===== src/rtl/sa_result_uart_framer_pkg.sv =====
// Shared constants for the systolic-array result framer: default byte format
// and the FSM state encoding.
package sa_pkg;

  localparam int         DEF_W_DATA    = 8;
  localparam logic [7:0] DEF_SYNC_BYTE = 8'hA5;

  localparam logic [2:0] ST_IDLE = 3'd0;
  localparam logic [2:0] ST_SYNC = 3'd1;
  localparam logic [2:0] ST_WAIT = 3'd2;
  localparam logic [2:0] ST_LOAD = 3'd3;
  localparam logic [2:0] ST_BYTE = 3'd4;
  localparam logic [2:0] ST_CSUM = 3'd5;

  // Counter width that stays legal when the count range collapses to one value.
  function automatic int clog2_min1(input int n);
    return (n > 1) ? $clog2(n) : 1;
  endfunction

endpackage


===== src/rtl/sa_result_uart_framer_if.sv =====
// Result-word valid/ready stream from the systolic-array output FIFOs.
interface sa_result_uart_framer_if #(
  parameter int W_WORD = 32
);

  logic [W_WORD-1:0] word;
  logic              word_valid;
  logic              word_ready;

  modport master (output word, output word_valid, input word_ready);
  modport slave  (input word, input word_valid, output word_ready);

endinterface


===== src/rtl/sa_result_uart_framer_byte_shift_unloader.sv =====
// Holds one result word and hands it out W_DATA bits at a time, LSB first,
// tracking which byte of the word is currently at the bottom.
module byte_shift_unloader
  import sa_pkg::*;
#(
  parameter int W_WORD = 32,
  parameter int W_DATA = DEF_W_DATA
) (
  input  logic              i_clk,
  input  logic              i_Rst_L,
  input  logic              clear,
  input  logic              load,
  input  logic              shift,
  input  logic [W_WORD-1:0] load_word,
  output logic [W_DATA-1:0] low_byte,
  output logic              last_byte
);

  localparam int BPW = W_WORD / W_DATA;
  localparam int CW  = clog2_min1(BPW);

  logic [W_WORD-1:0] shreg_reg, shreg_next;
  logic [CW-1:0]     cnt_reg, cnt_next;

  always_comb begin
    shreg_next = shreg_reg;
    cnt_next   = cnt_reg;
    if (clear) begin
      shreg_next = '0;
      cnt_next   = '0;
    end else if (load) begin
      shreg_next = load_word;
      cnt_next   = '0;
    end else if (shift) begin
      shreg_next = shreg_reg >> W_DATA;
      cnt_next   = cnt_reg + 1'b1;
    end
  end

  always_ff @(posedge i_clk or negedge i_Rst_L) begin
    if (!i_Rst_L) begin
      shreg_reg <= '0;
      cnt_reg   <= '0;
    end else begin
      shreg_reg <= shreg_next;
      cnt_reg   <= cnt_next;
    end
  end

  // The byte counter names the byte now at the bottom of the register.
  assign low_byte  = shreg_reg[W_DATA-1:0];
  assign last_byte = (cnt_reg == CW'(BPW - 1));

endmodule


===== src/rtl/sa_result_uart_framer.sv =====
// Frames N_WORDS result words as SYNC, payload bytes (LSB first), XOR checksum
// and paces each byte into uart_tx on the previous byte's done pulse.
module sa_result_uart_framer
  import sa_pkg::*;
#(
  parameter int                W_WORD    = 32,
  parameter int                W_DATA    = DEF_W_DATA,
  parameter int                N_WORDS   = 64,
  parameter logic [W_DATA-1:0] SYNC_BYTE = W_DATA'(DEF_SYNC_BYTE)
) (
  input  logic                     i_clk,
  input  logic                     i_Rst_L,
  sa_result_uart_framer_if.slave   word_if,
  output logic                     o_tx_dv,
  output logic [W_DATA-1:0]        o_tx_byte,
  input  logic                     i_tx_done,
  output logic                     o_busy,
  output logic                     o_frame_done
);

  localparam int WCW = $clog2(N_WORDS + 1);

  logic [2:0]        state_reg, state_next;
  logic [2:0]        ret_reg, ret_next;
  logic [WCW-1:0]    word_cnt_reg, word_cnt_next;
  logic [W_DATA-1:0] csum_reg, csum_next;
  logic [W_DATA-1:0] tx_byte_reg, tx_byte_next;
  logic              frame_done_reg, frame_done_next;

  logic              clear, load, shift;
  logic [W_DATA-1:0] low_byte;
  logic              last_byte;

  byte_shift_unloader #(
    .W_WORD (W_WORD),
    .W_DATA (W_DATA)
  ) u_unloader (
    .i_clk     (i_clk),
    .i_Rst_L   (i_Rst_L),
    .clear     (clear),
    .load      (load),
    .shift     (shift),
    .load_word (word_if.word),
    .low_byte  (low_byte),
    .last_byte (last_byte)
  );

  always_comb begin
    state_next      = state_reg;
    ret_next        = ret_reg;
    word_cnt_next   = word_cnt_reg;
    csum_next       = csum_reg;
    tx_byte_next    = tx_byte_reg;
    frame_done_next = 1'b0;
    clear           = 1'b0;
    load            = 1'b0;
    shift           = 1'b0;
    case (state_reg)
      ST_IDLE: begin
        clear         = 1'b1;
        word_cnt_next = '0;
        csum_next     = '0;
        if (word_if.word_valid) begin
          state_next   = ST_SYNC;
          tx_byte_next = SYNC_BYTE;
        end
      end
      ST_SYNC: begin
        state_next = ST_WAIT;
        ret_next   = ST_LOAD;
      end
      ST_WAIT: begin
        // The launch byte is registered on the way out of WAIT so it is
        // already stable in the cycle that o_tx_dv is high.
        if (i_tx_done) begin
          state_next = ret_reg;
          if (ret_reg == ST_BYTE) tx_byte_next = low_byte;
          if (ret_reg == ST_CSUM) tx_byte_next = csum_reg;
          if (ret_reg == ST_IDLE) frame_done_next = 1'b1;
        end
      end
      ST_LOAD: begin
        if (word_if.word_valid) begin
          load          = 1'b1;
          word_cnt_next = word_cnt_reg + 1'b1;
          tx_byte_next  = word_if.word[W_DATA-1:0];
          state_next    = ST_BYTE;
        end
      end
      ST_BYTE: begin
        shift      = 1'b1;
        csum_next  = csum_reg ^ low_byte;
        state_next = ST_WAIT;
        if (!last_byte)                         ret_next = ST_BYTE;
        else if (word_cnt_reg < WCW'(N_WORDS))  ret_next = ST_LOAD;
        else                                    ret_next = ST_CSUM;
      end
      ST_CSUM: begin
        state_next = ST_WAIT;
        ret_next   = ST_IDLE;
      end
      default: state_next = ST_IDLE;
    endcase
  end

  always_ff @(posedge i_clk or negedge i_Rst_L) begin
    if (!i_Rst_L) begin
      state_reg      <= ST_IDLE;
      ret_reg        <= ST_IDLE;
      word_cnt_reg   <= '0;
      csum_reg       <= '0;
      tx_byte_reg    <= '0;
      frame_done_reg <= 1'b0;
    end else begin
      state_reg      <= state_next;
      ret_reg        <= ret_next;
      word_cnt_reg   <= word_cnt_next;
      csum_reg       <= csum_next;
      tx_byte_reg    <= tx_byte_next;
      frame_done_reg <= frame_done_next;
    end
  end

  assign o_tx_dv            = (state_reg == ST_SYNC) || (state_reg == ST_BYTE) ||
                              (state_reg == ST_CSUM);
  assign o_tx_byte          = tx_byte_reg;
  assign o_busy             = (state_reg != ST_IDLE);
  assign o_frame_done       = frame_done_reg;
  assign word_if.word_ready = (state_reg == ST_LOAD);

endmodule

===== src/flat_wrapper.sv =====
// flat-port wrapper written by rule: the top's interface ports become plain ports
module sa_result_uart_framer_flat import sa_pkg::*;
#(
  parameter int                W_WORD    = 32,
  parameter int                W_DATA    = DEF_W_DATA,
  parameter int                N_WORDS   = 64,
  parameter logic [W_DATA-1:0] SYNC_BYTE = W_DATA'(DEF_SYNC_BYTE)
)
  (i_clk, i_Rst_L, o_tx_dv, o_tx_byte, i_tx_done, o_busy, o_frame_done, word_if_word, word_if_word_valid, word_if_word_ready);
  sa_result_uart_framer_if #(.W_WORD(W_WORD)) word_if_i ();
  input  logic i_clk;
  input  logic i_Rst_L;
  output logic o_tx_dv;
  output logic [W_DATA-1:0] o_tx_byte;
  input  logic i_tx_done;
  output logic o_busy;
  output logic o_frame_done;
  input wire logic [$bits(word_if_i.word)-1:0] word_if_word;
  input wire logic [$bits(word_if_i.word_valid)-1:0] word_if_word_valid;
  output wire logic [$bits(word_if_i.word_ready)-1:0] word_if_word_ready;
  assign word_if_i.word = word_if_word;
  assign word_if_i.word_valid = word_if_word_valid;
  assign word_if_word_ready = word_if_i.word_ready;
  sa_result_uart_framer #(.W_WORD(W_WORD), .W_DATA(W_DATA), .N_WORDS(N_WORDS), .SYNC_BYTE(SYNC_BYTE)) u_core (.i_clk(i_clk), .i_Rst_L(i_Rst_L), .word_if(word_if_i), .o_tx_dv(o_tx_dv), .o_tx_byte(o_tx_byte), .i_tx_done(i_tx_done), .o_busy(o_busy), .o_frame_done(o_frame_done));
endmodule

===== config.mk =====
export PLATFORM = sky130hd
export DESIGN_NAME = sa_result_uart_framer_flat
export DESIGN_NICKNAME = d
export VERILOG_FILES = /design/src/rtl/sa_result_uart_framer_pkg.sv /design/src/rtl/sa_result_uart_framer_if.sv /design/src/rtl/sa_result_uart_framer_byte_shift_unloader.sv /design/src/rtl/sa_result_uart_framer.sv /design/src/flat_wrapper.sv
export SDC_FILE = /design/constraint.sdc
export NUM_CORES = 1
export LEC_CHECK = 0
export BUFFER_PORTS_ARGS = -buffer_cell sky130_fd_sc_hd__buf_4
export CAP_MARGIN = 10
export CORE_MARGIN = 8
export CORE_UTILIZATION = 35
export CTS_BUF_LIST = sky130_fd_sc_hd__clkbuf_16
export CTS_CLUSTER_SIZE = 14
export DETAILED_ROUTE_END_ITERATION = 10
export GPL_ROUTABILITY_DRIVEN = 0
export GPL_TIMING_DRIVEN = 0
export PLACE_DENSITY = 0.53
export SETUP_SLACK_MARGIN = 0.3
export SYNTH_ARGS = -nofsm -noshare
export SYNTH_HDL_FRONTEND = slang
export SYNTH_SLANG_ARGS = --single-unit

===== constraint.sdc =====
create_clock -name i_clk -period 2.1 [get_ports i_clk]
set_input_delay 0.315 -clock i_clk [delete_from_list [all_inputs] [get_ports i_clk]]
set_output_delay 0.315 -clock i_clk [all_outputs]
set_load 0.03 [all_outputs]

After elaboration in Yosys (flattened, before gate mapping)
Cells that the tools add are included.
Word-level totals
  flip-flop bits (word level): 64
  output and inout port bits: 12
  logic and storage cells: 67
Operators by class
  add/sub/neg operators: 2
  $lt $le $gt $ge: 1
  eq/ne operators: 12
  mux-type cells: 29
  bitwise gates (word level): 1
  reductions and logical operators: 14
Operators by type and width (count)
  $mux 32: 3
  $mux 8: 5
  $pmux 8 s3: 1
  $pmux 8 s2: 1
  $mux 3: 5
  $pmux 7 s2: 1
  $eq 3x3->1 const B: 4
  $pmux 3 s4: 1
  $reduce_bool 3->1: 4
  $pmux 3 s3: 1
  $xor 8x8->8: 1
  $add 7x1->7 const B: 1
  $lt 7x7->1 const B: 1
  $mux 1: 7
  $mux 7: 1
  $eq 3x2->1 const B: 2
  $logic_not 3->1: 2
  $mux 2: 3
  $ne 2x2->1 const B: 3
  $reduce_and 5->1: 1
  $reduce_bool 2->1: 2
  $eq 3x1->1 const B: 1
  $ne 3x1->1 const B: 1
  $reduce_and 3->1: 1
  5 further kinds: 6

Logic depth before layout (Yosys ltp)
Gate-level depths: netlist of run 1.
  depth in word-level cells: 5
  depth in mapped cells: 8

Cells and area by module
A second synthesis of run 1 with hierarchy kept.
Unflattened totals
  cells, all modules: 352
  area total of the unflattened synthesis: 3523.4 um^2
Modules (own cells, without submodules)
  sa_result_uart_framer: times used 1, cells each 194, area each 1771.7 um^2, sequential area each 750.7 um^2
  byte_shift_unloader: times used 1, cells each 158, area each 1751.7 um^2, sequential area each 850.8 um^2

Worst setup path before layout of run 1
Ideal clock, no wire load.
  path type: reg2out
  start: register u_core.state_reg[1]
  end: output port o_busy
  arrival: 1.361 ns
  data required time: 1.785 ns
  path slack: 0.424 ns
  cell stages (with the launch flop): 7
  path through: dfrtp_1 > buf_6 > or2_2 > buf_2 > buf_6 > nor2_1 > inv_1
On the way
  word-level cells in the longest chain between the ends: 1
RTL lines
  start, declared: RTL line sa_result_uart_framer.sv:23  | logic [2:0] state_reg, state_next;
  start signal, assigned: RTL line sa_result_uart_framer.sv:115  | state_reg <= state_next;
  $reduce_bool 3->1: RTL line sa_result_uart_framer.sv:127  | assign o_busy = (state_reg != ST_IDLE);
  end, declared: RTL line flat_wrapper.sv:16  | output logic o_busy;
Every way passes these cells.

Worst setup path after layout of run 1
Ends and elaborated chain as after synthesis.

==> results of run 1 <==
==> cell type report <==
cell class                      count  area, um2
Sequential cell                    64       1600
Multi-Input combinational cell    197       1320
Clock inverter                      7       95.1
Clock buffer                        9        225
Tap cell                          108        135
Fill cell                         849       4550
Buffer                             20        139
Timing Repair Buffer               61        482
Inverter                           24       90.1
==> report_power, final <==
group / switching (W) / leakage, nW / internal (W)
Clock: 0.000569 / 0.146 / 0.00104
Sequential: 0.000352 / 0.833 / 0.00172
Combinational: 0.00149 / 1.04 / 0.00132
==> stage by stage <==
stage          cells  worst slack, ns  util [%]  total power, W
2_1_floorplan    305            0.424         -         0.00374
3_3_place_gp     459            0.170      41.2         0.00444
3_5_place_dp     459            0.177      41.2         0.00449
4_1_cts          485            0.189      46.5         0.00640
5_1_grt          490            0.183      47.3         0.00692
6_report         490            0.228      47.3         0.00649
==> routing by layer <==
layer | part of all wire, % | GRT usage [%] | up-vias
li1 | - | - | 1232
met4 | 2.2 | 7.81 | 0
met2 | 46 | 22.0 | 67
met5 | 0 | 0 | -
met3 | 5.3 | 2.75 | 11
met1 | 46 | 19.0 | 1252
==> path summary, 6_finish.rpt <==
kind | to | cells after the start
max in group asynchronous | u_core.o_tx_byte[4] | 1
worst min register to register | u_core.u_unloader.shreg_reg[7] | 2
min in group i_clk | u_core.u_unloader.shreg_reg[28] | 3
worst min-delay path | u_core.ret_reg[1] | 1
worst max-delay path | o_busy | 7
worst max register to register | u_core.word_cnt_reg[1] | 12
==> timing repair <==
item / in CTS / in global routing
pin swaps: 3 / 5
gates resized for setup: 16 / 13
setup buffers: 10 / 5
setup endpoints to repair: 22 / 20
==> cells in the mapped netlist, types with 3 or more instances <==
library cell,n,area [um2]
buf_6,3,33.8
o21ai_0,18,90.1
clkbuf_1,6,22.5
nand3_1,12,60.1
nand3b_1,3,22.5
buf_2,9,45.0
mux2i_1,10,100
nor3_1,3,15.0
mux2_2,16,180
a222oi_1,17,170
a22o_1,9,78.8
nor2_1,29,109
dfrtp_1,64,1600
a21oi_1,10,50.1
inv_1,24,90.1
nand2b_1,3,18.8
nand2_1,36,135
a31oi_1,7,43.8
==> kinds of logic (layout without fill, tap and decap cells) <==
group                      Yosys count  after routing  share of synthesized area [%]
and+or+nand+nor                     97             97                           14.4
AOI/OAI and AO/OA                   70             70                           16.5
DFF                                 64             64                           52.0
buffers and inverters               44            121                           6.62
muxes                               26             26                           9.10
adders and majority gates            2              2                          0.812
xor gates and xnor gates             2              2                          0.569
==> flow_metrics.tcl, run 1 <==
set metrics [dict create \
    start_util_pct 35.7 \
    totalWireLength_mm 8.20 \
    critical_path_peak_fanout 5 \
    synth.avg_cell_area_um2 10.1 \
    powerDensity_nw_per_um2 1590 \
    irDropWorstVdd_v 0.000455 \
    cts_buffers 9 \
    drt-wirelength-per-cell_um 16.7 \
    cts_root_buf "clkbuf_16" \
    final-max-slew-violation-count 0 \
    final.min_clock_period_ns 1.87 \
    worst_slew_margin_rel_pct 44.3 \
    timing.setup.critical_path_class "register to primary output" \
    die_w_um 110 \
    layout.cell_area.non_filler_um2 4080 \
    cp_required_ns 1.78 \
    achievable-frequency_ghz 0.534 \
    cts.path.max_buffers 2 \
    grt_max_degree 65 \
    synth_top_flop_cell "dfrtp_1" \
    setup.reg_to_reg.worst_slack_ns 0.29 \
    crit_chain "buf_6 -> or2_4 -> buf_6 -> buf_8 -> nor2_4 -> inv_2 -> buf_6" \
    critical_path_buf_inv_count 5 \
    clkSlewWorstSetupHoldPaths_ns 0.05 \
    viasPerCell 5.23 \
    area_of_the_core_um2 8640 \
    maxCapViolations 0 \
    final-hold-violation-count 0 \
    run_status "complete, no violations" \
    grt_setup_unrepaired "yes" \
    ys_async_sr_fraction_pct 100 \
    sequential_cell_area_fraction_in_the_yosys_report_pct 52.0 \
    wire_length_of_the_first_global_routing_pass_mm 13.3 \
    worst_setup_path_end_kind "primary output" \
    hpwlAfterDp_mm 5.54 \
    htreeDepth 3 \
    dpl-instance-area_um2 3560 \
    final_cell_mix "dfrtp_1 (64), buf_4 (59), nand2_1 (35)" \
    worst_setup_path_startpoint "u_core.state_reg[1]" \
    number_of_enable_flip_flop_cells_after_synthesis 0 \
    skew_ns 0.00632 \
    final.setup.tns_ns 0 \
    path_common_cell "buf_6" \
    groute.usage.overall_pct 14.4 \
    worstSetupStartpointType "register" \
    worst_slew_pin_slew_ns 0.835 \
    final_antenna_net_count 0 \
    n_diodes 0 \
    synth.ff_latch_count 64 \
    syn_nets 343 \
    holdCritPathClass "input port to asynchronous set/reset pin" \
    finish.net_count 415 \
    mostFrequentLayoutCell "dfrtp_1" \
    core.rowCount 34 \
    first_global_vias 2561 \
    drive_gt1_share_pct 32.2 \
    tritoncts "yes" \
    critPathArrivalTime_ns 1.56 \
    ys.warnings.count 0 \
    place.port_buffers 46 \
    setup_viol_count_final 0 \
    clkLatencyLatePin_ns 0.33 \
    hold_buf_cts 0 \
    worst_path_max_delay_cell "dfrtp_1" \
    synth.cell_area_um2 3080 \
    r2r-start "u_core.state_reg[1]" \
    cp_slowest_stage_delay_ns 0.37 \
    route.detailed.drc 0 \
    route.vias.total 2562 \
    grt_antenna_before_repair 0 \
    critical_path.top_delay_family "buffers and inverters" \
    detail_route.first_pass.iterations 8 \
    detail_route.iter0.violations 163 \
    largest_reg_flops 32 \
    die-area_um2 12100 \
    syn_to_final_growth_pct 32.6 \
    die_h_um 110 \
    power.static_leakage_nw 2.02 \
    final_min_period_over_clock_period_pct 89.1 \
    globalRoute.totalOverflow 0 \
    netlist_instances 305 \
    clkSinkCount 64 \
    floorplan.io_pins 48 \
    final.hold.worst_slack_ns 0.0834 \
    synth.lib_cells_used.distinct 38 \
]
Note: power is estimated with default switching activity, not from simulation.
==> run 2, diff against run 1 <==
CELL_PAD_IN_SITES_DETAIL_PLACEMENT = 1   (was unset)
CELL_PAD_IN_SITES_GLOBAL_PLACEMENT = 2   (was unset)
MAX_ROUTING_LAYER = met4   (was unset)
PLACE_DENSITY = 0.77   (was 0.53)
clock period = 1.8 ns   (was 2.1 ns; I/O delays follow)
==> flow_metrics.tcl, run 2 (synthesized netlist as in run 1, its figures left out) <==
set metrics [dict create \
    start_util_pct 35.7 \
    groute.usage.overall_pct 16.8 \
    grt_max_degree 65 \
    critPathArrivalTime_ns 1.58 \
    multi_input_area_um2 1430 \
    final_antenna_net_count 0 \
    cp_required_ns 1.53 \
    clkLatencyLatePin_ns 0.32 \
    largest_reg_flops 32 \
    skew_ns 0.00681 \
    syn_to_final_growth_pct 45.3 \
    first_global_vias 2838 \
    die_w_um 110 \
    core.rowCount 34 \
    clkPwrFrac_pct 21.6 \
    mostFrequentLayoutCell "dfrtp_1" \
    achievable-frequency_ghz 0.540 \
    maxCapViolations 0 \
    final-hold-violation-count 0 \
    worst_slew_margin_rel_pct 44.4 \
    clkSlewWorstSetupHoldPaths_ns 0.05 \
    detail_route.iter0.violations 144 \
    cell_internal_pwr_w 0.00531 \
    route.vias.total 2681 \
    setup.reg_to_reg.worst_slack_ns 0 \
    die_h_um 110 \
    cts_root_buf "clkbuf_16" \
    critical_path_peak_fanout 2 \
    power.static_leakage_nw 2.22 \
    timing.setup.critical_path_class "register to primary output" \
    tritoncts "yes" \
    worstSetupStartpointType "register" \
    holdCritPathClass "input port to asynchronous set/reset pin" \
    final_min_period_over_clock_period_pct 103 \
    route.detailed.drc 0 \
    n_diodes 0 \
    r2r-start "u_core.state_reg[1]" \
    irDropWorstVdd_v 0.000618 \
    area_of_the_core_um2 8640 \
    wire_length_of_the_first_global_routing_pass_mm 15.1 \
    worst_slack_ns -0.0522 \
    hold_buf_cts 0 \
    totalWireLength_mm 9.82 \
    viasPerCell 5.30 \
    filler_cell_count 961 \
    pwr-share-comb_pct 49.3 \
    place.port_buffers 46 \
    hpwlAfterDp_mm 6.09 \
    crit-reg2reg-capture "u_core.word_cnt_reg[0]" \
    cts_buffers 9 \
    drt-wirelength-per-cell_um 19.4 \
    p_sw_w 0.00315 \
    globalRoute.totalOverflow 0 \
    powerDensity_nw_per_um2 1890 \
    drive_gt1_share_pct 39.2 \
    sw_frac_of_total_pct 37.3 \
    final_cell_mix "dfrtp_1 (64), buf_4 (60), nand2_1 (32)" \
    detail_route.first_pass.iterations 4 \
    final.min_clock_period_ns 1.85 \
    grt_setup_unrepaired "yes" \
    clkSinkCount 64 \
    floorplan.io_pins 48 \
    ff_latch_area_um2 1600 \
    run_status "complete, but fails checks" \
    die-area_um2 12100 \
    cts.path.max_buffers 2 \
    setup_viol_count_final 3 \
    htreeDepth 3 \
    finish.net_count 432 \
    worst_setup_path_end_kind "primary output" \
    failed_checks "negative setup slack" \
    final-max-slew-violation-count 0 \
    worstRegToRegCells 12 \
    dpl_ws_ns -0.133 \
    grt_antenna_before_repair 0 \
    total_power_w 0.00846 \
    final.setup.tns_ns -0.0556 \
    power_frac_seq_pct 29.1 \
    worst_slew_pin_slew_ns 0.835 \
]
run 2: cell types whose count changed in the layout (fill, tap and decap cells not counted), moves of 3 or more:
cell / change
buf_6: +15
nand3_2: +5
o21ai_1: +3
mux2_4: +8
mux2_2: -8
nand3_1: -5
buf_2: -4
o21ai_0: -3
nand2_1: -3
run 2: power groups by stage:
stage	clock (W)	combinational (W)	sequential (W)
floorplan	0	0.00198	0.00244
global placement	0	0.00286	0.00241
detailed placement	0	0.00291	0.00244
CTS	0.00185	0.00379	0.00243
global route	0.00194	0.00450	0.00252
finish	0.00183	0.00417	0.00246
run 2: what timing repair did:
| item | in CTS | in global routing |
|---|---|---|
| pin swaps | 15 | 15 |
| setup buffers | 20 | 8 |
| gates resized for setup | 56 | 29 |
| gates cloned | 2 | 2 |
| endpoints found under the setup margin | 63 | 61 |
run 2: cell type report:
| type | instances | area share [%] |
|---|---|---|
| clock inverter | 6 | 1.90 |
| sequential | 64 | 35.8 |
| multi-input combinational | 197 | 31.9 |
| inverter | 24 | 2.07 |
| tap | 108 | 3.02 |
| clock buffer | 9 | 5.03 |
| buffer | 20 | 4.86 |
| timing repair buffer | 78 | 15.4 |
run 2: worst max path at each step:
stage / startpoint / to / slack (ns)
4_1_cts: u_core.state_reg[1] / o_busy / -0.09
3_5_place_dp: u_core.state_reg[0] / u_core.u_unloader.shreg_reg[7] / -0.13
2_1_floorplan: u_core.state_reg[0] / u_core.o_tx_byte[0] / 0.18
3_3_place_gp: u_core.state_reg[0] / u_core.u_unloader.shreg_reg[0] / -0.11
5_1_grt: u_core.state_reg[1] / o_busy / -0.09
6_report: u_core.state_reg[1] / o_busy / -0.05
run 2: routing by layer:
layer  part of all wire [%]  up-vias  track usage (%)
met4                    1.5        0             6.75
met1                     44     1345             20.6
li1                       -     1267                -
met3                    3.6       10             2.99
met2                     51       59             26.7
met5                      0        -                -
run 2: through the flow:
step	instances	hold WS [ns]	cell area (um2)	util [%]
6_report	506	0.0424	4480	51.8
5_1_grt	506	0.116	4480	51.8
3_3_place_gp	459	0.445	3580	41.5
3_5_place_dp	459	0.438	3580	41.5
2_1_floorplan	305	-0.0256	3100	-
4_1_cts	496	0.0947	4270	49.5
run 2: worst max-delay path, cell delays in order, from the launching register on:
cell,delay [ns]
dfrtp_1,0.38
buf_6,0.12
or2_4,0.22
buf_6,0.12
buf_12,0.12
nor2_4,0.12
inv_4,0.04
buf_6,0.13
